File: config.mk
export PLATFORM = sky130hd
export DESIGN_NAME = layer2_argmax_ctrl
export DESIGN_NICKNAME = d
export VERILOG_FILES = /design/src/rtl/nn_ctrl_pkg.sv /design/src/rtl/argmax_serial.sv /design/src/rtl/layer2_argmax_ctrl.sv
export SDC_FILE = /design/constraint.sdc
export NUM_CORES = 2
export LEC_CHECK = 0
export BUFFER_PORTS_ARGS = -buffer_cell sky130_fd_sc_hd__buf_2
export CAP_MARGIN = 20
export CORE_AREA = 3 3 624 626
export CTS_CLUSTER_DIAMETER = 80
export DETAILED_ROUTE_END_ITERATION = 16
export DIE_AREA = 0 0 627 629
export REMOVE_ABC_BUFFERS = 1
export SYNTH_ARGS = -nofsm -noshare
export SYNTH_HDL_FRONTEND = slang
export SYNTH_SLANG_ARGS = --single-unit
File: constraint.sdc
create_clock -name clk -period 28.4 [get_ports clk]
set_input_delay 5.68 -clock clk [delete_from_list [all_inputs] [get_ports clk]]
set_output_delay 5.68 -clock clk [all_outputs]
set_load 0.03 [all_outputs]
File: src/rtl/nn_ctrl_pkg.sv
// Shared constants and types for the dense-output-layer sequencer and its
// serial argmax unit.
package nn_ctrl_pkg;

    localparam int N_IN    = 32;
    localparam int IN_W    = 20;
    localparam int N_CLASS = 10;
    localparam int SCORE_W = 28;
    localparam int IDX_W   = 4;

    typedef enum logic [2:0] {
        ST_IDLE  = 3'd0,
        ST_ISSUE = 3'd1,
        ST_WAIT  = 3'd2,
        ST_SCAN  = 3'd3,
        ST_DONE  = 3'd4
    } state_t;

    typedef logic signed [SCORE_W-1:0] score_t;

endpackage

File: src/rtl/argmax_serial.sv
// Serial argmax over a captured score bank: one signed strict-greater compare
// per cycle, so ties resolve to the lowest index.
module argmax_serial
    import nn_ctrl_pkg::*;
(
    input  logic                       clk,
    input  logic                       rst,
    input  logic                       start_i,
    input  logic [SCORE_W*N_CLASS-1:0] scores_i,
    output logic                       done_o,
    output logic [IDX_W-1:0]           res_idx_o,
    output score_t                     res_score_o
);

    score_t           bank_q [N_CLASS];
    score_t           best_q;
    logic [IDX_W-1:0] best_idx_q;
    logic [IDX_W-1:0] idx_q;
    logic             active_q;

    score_t           cand_s;
    logic             take_s;
    score_t           best_d;
    logic [IDX_W-1:0] best_idx_d;

    // Compare the current bank entry against the running best.
    always_comb begin
        cand_s     = bank_q[idx_q];
        take_s     = 1'b0;
        best_d     = best_q;
        best_idx_d = best_idx_q;
        if (active_q && (cand_s > best_q)) begin
            take_s     = 1'b1;
            best_d     = cand_s;
            best_idx_d = idx_q;
        end else begin
            take_s     = 1'b0;
        end
    end

    // done_o marks the final compare; the result outputs already include it.
    assign done_o      = active_q && (idx_q == IDX_W'(N_CLASS - 1));
    assign res_idx_o   = best_idx_d;
    assign res_score_o = best_d;

    // Bank capture, idx counter and best registers.
    always_ff @(posedge clk) begin
        if (rst) begin
            for (int k = 0; k < N_CLASS; k++) begin
                bank_q[k] <= '0;
            end
            best_q     <= '0;
            best_idx_q <= '0;
            idx_q      <= '0;
            active_q   <= 1'b0;
        end else if (start_i) begin
            for (int k = 0; k < N_CLASS; k++) begin
                bank_q[k] <= scores_i[k*SCORE_W +: SCORE_W];
            end
            best_q     <= scores_i[0 +: SCORE_W];
            best_idx_q <= '0;
            idx_q      <= IDX_W'(1);
            active_q   <= 1'b1;
        end else if (active_q) begin
            if (take_s) begin
                best_q     <= best_d;
                best_idx_q <= best_idx_d;
            end else begin
                best_q     <= best_q;
                best_idx_q <= best_idx_q;
            end
            if (done_o) begin
                active_q <= 1'b0;
            end else begin
                idx_q <= idx_q + IDX_W'(1);
            end
        end else begin
            active_q <= 1'b0;
        end
    end

endmodule

File: src/rtl/layer2_argmax_ctrl.sv
// Sequencer for the 32-in / 10-class output layer: accepts a vector, pulses
// the layer, scans the scores and hands the argmax downstream.
module layer2_argmax_ctrl
    import nn_ctrl_pkg::*;
(
    input  logic                       clk,
    input  logic                       rst,
    input  logic                       in_valid,
    output logic                       in_ready,
    input  logic [IN_W*N_IN-1:0]       in_data,
    output logic                       lay_valid,
    input  logic                       lay_ready,
    output logic [IN_W*N_IN-1:0]       lay_in,
    input  logic [SCORE_W*N_CLASS-1:0] lay_out,
    output logic                       out_valid,
    input  logic                       out_ready,
    output logic [IDX_W-1:0]           out_class,
    output logic [SCORE_W-1:0]         out_score,
    output logic                       busy
);

    state_t                state_q;
    logic                  in_ready_q;
    logic                  busy_q;
    logic                  lay_valid_q;
    logic [IN_W*N_IN-1:0]  lay_in_q;
    logic                  out_valid_q;
    logic [IDX_W-1:0]      out_class_q;
    logic [SCORE_W-1:0]    out_score_q;

    logic                  start_s;
    logic                  scan_done_s;
    logic [IDX_W-1:0]      res_idx_s;
    score_t                res_score_s;

    // lay_ready only counts while waiting on the layer.
    assign start_s = (state_q == ST_WAIT) && lay_ready;

    argmax_serial u_argmax (
        .clk         (clk),
        .rst         (rst),
        .start_i     (start_s),
        .scores_i    (lay_out),
        .done_o      (scan_done_s),
        .res_idx_o   (res_idx_s),
        .res_score_o (res_score_s)
    );

    // Control FSM with all handshake outputs registered.
    always_ff @(posedge clk) begin
        if (rst) begin
            state_q     <= ST_IDLE;
            in_ready_q  <= 1'b1;
            busy_q      <= 1'b0;
            lay_valid_q <= 1'b0;
            lay_in_q    <= '0;
            out_valid_q <= 1'b0;
            out_class_q <= '0;
            out_score_q <= '0;
        end else begin
            case (state_q)
                ST_IDLE: begin
                    if (in_valid && in_ready_q) begin
                        lay_in_q    <= in_data;
                        lay_valid_q <= 1'b1;
                        in_ready_q  <= 1'b0;
                        busy_q      <= 1'b1;
                        state_q     <= ST_ISSUE;
                    end else begin
                        state_q     <= ST_IDLE;
                    end
                end
                ST_ISSUE: begin
                    lay_valid_q <= 1'b0;
                    state_q     <= ST_WAIT;
                end
                ST_WAIT: begin
                    if (lay_ready) begin
                        state_q <= ST_SCAN;
                    end else begin
                        state_q <= ST_WAIT;
                    end
                end
                ST_SCAN: begin
                    if (scan_done_s) begin
                        out_valid_q <= 1'b1;
                        out_class_q <= res_idx_s;
                        out_score_q <= res_score_s;
                        state_q     <= ST_DONE;
                    end else begin
                        state_q     <= ST_SCAN;
                    end
                end
                ST_DONE: begin
                    if (out_ready) begin
                        out_valid_q <= 1'b0;
                        in_ready_q  <= 1'b1;
                        busy_q      <= 1'b0;
                        state_q     <= ST_IDLE;
                    end else begin
                        state_q     <= ST_DONE;
                    end
                end
                default: begin
                    state_q     <= ST_IDLE;
                    in_ready_q  <= 1'b1;
                    busy_q      <= 1'b0;
                    lay_valid_q <= 1'b0;
                    out_valid_q <= 1'b0;
                end
            endcase
        end
    end

    assign in_ready  = in_ready_q;
    assign busy      = busy_q;
    assign lay_valid = lay_valid_q;
    assign lay_in    = lay_in_q;
    assign out_valid = out_valid_q;
    assign out_class = out_class_q;
    assign out_score = out_score_q;

endmodule

==> results.sh <==
export IMPL_dp_cells=10400
export IMPL_cts_made_buffers=146
export IMPL_hp_start="lay_in[257]"
export IMPL_crit_type="input pin to flop"
export IMPL_syn_cell_area_um2=38100
export IMPL_ir_drop_mv=0.0408
export IMPL_die_h_um=629
export IMPL_ys_warn_count=0
export IMPL_grt_overflow=0
export IMPL_synth_edf_count=280
export IMPL_finalCritPeriodShare=0.304
export IMPL_globalplace_congestion=0.891
export IMPL_yosys_area_top_type="dfxtp_1"
export IMPL_setup_viol=0
export IMPL_worstPathMaxFanout=91
export IMPL_synth_seq_cells=996
export IMPL_area_growth_pct=49.2
export IMPL_cts_root_buffer="clkbuf_16"
export IMPL_wl_met1_um=123000
export IMPL_drive_above_1_share=0.349
export IMPL_ys_types=47
export IMPL_crit_reg2reg_launch="u_argmax.idx_q[0]"
export IMPL_clock_path_buffers=4
export IMPL_hold_viol_final=0
export IMPL_placed_area_um2=51700
export IMPL_place_port_buffers=1600
export IMPL_endpoint_kind="flop"
export IMPL_gr_usage_all_layers=0.166
export IMPL_async_reset_ff_frac=0
export IMPL_synth_top_area_share=0.376
export IMPL_start_util=0.0990
export IMPL_core_rowCount=228
export IMPL_dr_pass1_iters=6
export IMPL_routed_wl_um=341000
export IMPL_fp_dieW_um=627
export IMPL_drv_slew=0
export IMPL_reg2reg_to="u_argmax.best_q[3]"
export IMPL_post_route_drc_count=0
export IMPL_worst_clock_skew_ns=0.0943
export IMPL_fin_cells=10800
export IMPL_die_area_um2=394000
export IMPL_grt_pass1_vias=34700
export IMPL_min_period_ns=8.64
export IMPL_vias_per_cell=3.44
export IMPL_power_density_nw_per_um2=75.4
export IMPL_status="complete, no violations"
export IMPL_ys_flop_type="dfxtp_1"
export IMPL_clock_latency_ns=0.87
export IMPL_netlist_instances=4023
export IMPL_r2r_slack_ns=22.02
export IMPL_io_pin_count=1601
export IMPL_worst_slew_pin_transition_ns=1.27
export IMPL_fin_area_um2=56900
export IMPL_wl_met2_um=153000
export IMPL_top_layer="met5"
export IMPL_post_cts_repair_setup_buffers=0
export IMPL_fin_nets=6463
export IMPL_r2r_cells=13
export IMPL_antenna_found_initial=354
export IMPL_whs_path_depth=2
export IMPL_ys_seq_area_frac=0.597
export IMPL_clock_sinks=996
export IMPL_setup_slack_ns=19.76
export IMPL_slew_limit_headroom=0.155
export IMPL_nFillCells=43800
export IMPL_totalNegativeSetupSlack_ns=0
export IMPL_maxCapViolCount=0
export IMPL_post_place_ws_ns=18.84
export IMPL_worstPathArrival_ns=9.37
export IMPL_crit_required_ns=29.13
export IMPL_drt_iter0_markers=2865
export IMPL_leakage_nw=23.0
export IMPL_min_delay_path_class="flop to flop"
export IMPL_grt_start_max_net_pins=203
export IMPL_cts_tree="done"
export IMPL_final_cell_mix="1599 x buf_2, 1293 x nand2_1, 712 x dfxtp_1, 694 x a21oi_1, 282 x and2_1"
export IMPL_htree_levels=4
export IMPL_whs_endpoint="lay_in[257]"
export IMPL_wl_met3_um=47800
export IMPL_utilization=0.148
export IMPL_worst_setup_path_start_kind="input pin"
export IMPL_synth_area_leaders="dfxtp_1 38%, edfxtp_1 22%, nand2_1 13%, a21oi_1 9.1%, and2_1 4.6%"
export IMPL_grt_pass1_wl_um=413000
export IMPL_num_vias=37100
export IMPL_core_um2=385000
export IMPL_dpl_hpwl_um=294000
export IMPL_fmax_mhz=116
export IMPL_ant_nets=0
export IMPL_rsz0062_at_grt="no"
export IMPL_final_common_cell="buf_2"
export IMPL_wl_per_cell_um=31.6
export IMPL_ctsHoldBuffers=0
export IMPL_cts_resized_gates=0
export IMPL_avgSynthCellArea_um2=9.47
export IMPL_path_clk_slew_ns=0.05
==> cells by family (layout without fill, tap and decap cells) <==
family / count (synthesis) / in the layout / synth area share
and+or+nand+nor: 1707 / 1707 / 0.195
AOI/OAI and AO/OA: 860 / 860 / 0.123
other: 0 / 118 / 0
xor gates and xnor gates: 2 / 2 / 0.000460
DFF: 996 / 996 / 0.597
muxes: 85 / 85 / 0.0408
buffers and inverters: 343 / 1939 / 0.0350
adders and majority gates: 30 / 30 / 0.00985
==> power by group <==
part,switching [mW],leakage (nW),internal [mW]
Clock,0.777,2.37,1.11
Combinational,0.584,11.9,0.196
Sequential,0.0546,8.77,1.57
Total,1.42,23.0,2.87
==> critical path, stage by stage <==
cell,delay (ns)
buf_2,0.12
and4b_4,0.22
buf_4,0.61
buf_4,0.61
buf_4,0.69
buf_4,0.84
nand2_1,0.11
a21oi_1,0.17
==> cells in the mapped netlist, types with 2 or more instances <==
master and instances:
a21oi_1 694, nand4_1 8, clkbuf_1 285, inv_1 29, nor4_4 2, o21bai_1 28
a311o_1 28, clkbuf_2 3, buf_1 6, nor3_1 5, a311oi_1 2, edfxtp_1 280
nand3_1 34, nor2b_1 29, buf_4 3, a31oi_1 29, nand2_1 1293, ha_1 30
nand2b_1 3, o211ai_2 2, nor2_1 16, buf_6 2, a211oi_1 29, dfxtp_1 716
nor4_1 27, o21ai_0 41, buf_2 14, xor2_1 2, mux4_2 56, mux2i_1 28
and2_1 283
==> routing by layer <==
metal | vias to the layer above | GRT usage
li1 | 16700 | -
met1 | 17500 | 0.179
met2 | 2105 | 0.265
met3 | 761 | 0.0977
met4 | 64 | 0.0637
met5 | - | 0
==> state kept, by name, summed over array words and instances (netlist names) <==
signal               flops
u_argmax.idx_q           4
out_valid                1
in_ready                 1
busy                     1
lay_valid                1
u_argmax.bank_q        280
lay_in                 640
u_argmax.best_q         28
state_q                  3
out_score               28
u_argmax.best_idx_q      4
out_class                4
u_argmax.active_q        1
==> through the flow <==
step | power, mW | hold slack, ns
floorplan | 2.11 | 0.444
global placement | 2.44 | 0.438
finish | 4.29 | 0.449
global route | 4.48 | 0.464
CTS | 4.39 | 0.447
detailed placement | 2.45 | 0.443
==> how the worst max path moves through the flow <==
| stage | endpoint | slack, ns | start | cells after the start |
|---|---|---|---|---|
| 4_1_cts | lay_in[200] | 19.75 | in_valid | 8 |
| 3_3_place_gp | lay_in[66] | 18.91 | in_valid | 8 |
| 5_1_grt | lay_in[113] | 19.46 | in_valid | 8 |
| 3_5_place_dp | lay_in[463] | 18.84 | in_valid | 8 |
| 6_report | lay_in[588] | 19.76 | in_valid | 8 |
| 2_1_floorplan | in_ready | 7.07 | in_valid | 2 |
==> layout make-up <==
class,count,area (um^2),area share
Clock buffer,172,3870,0.0681
Antenna cell,118,295,0.00519
Tap cell,5060,6330,0.111
Clock inverter,87,993,0.0175
Timing Repair Buffer,1650,8420,0.148
Inverter,30,120,0.00211
Sequential cell,996,22800,0.400
Multi-Input combinational cell,2684,14100,0.247
(Power assumes the default switching activity.)
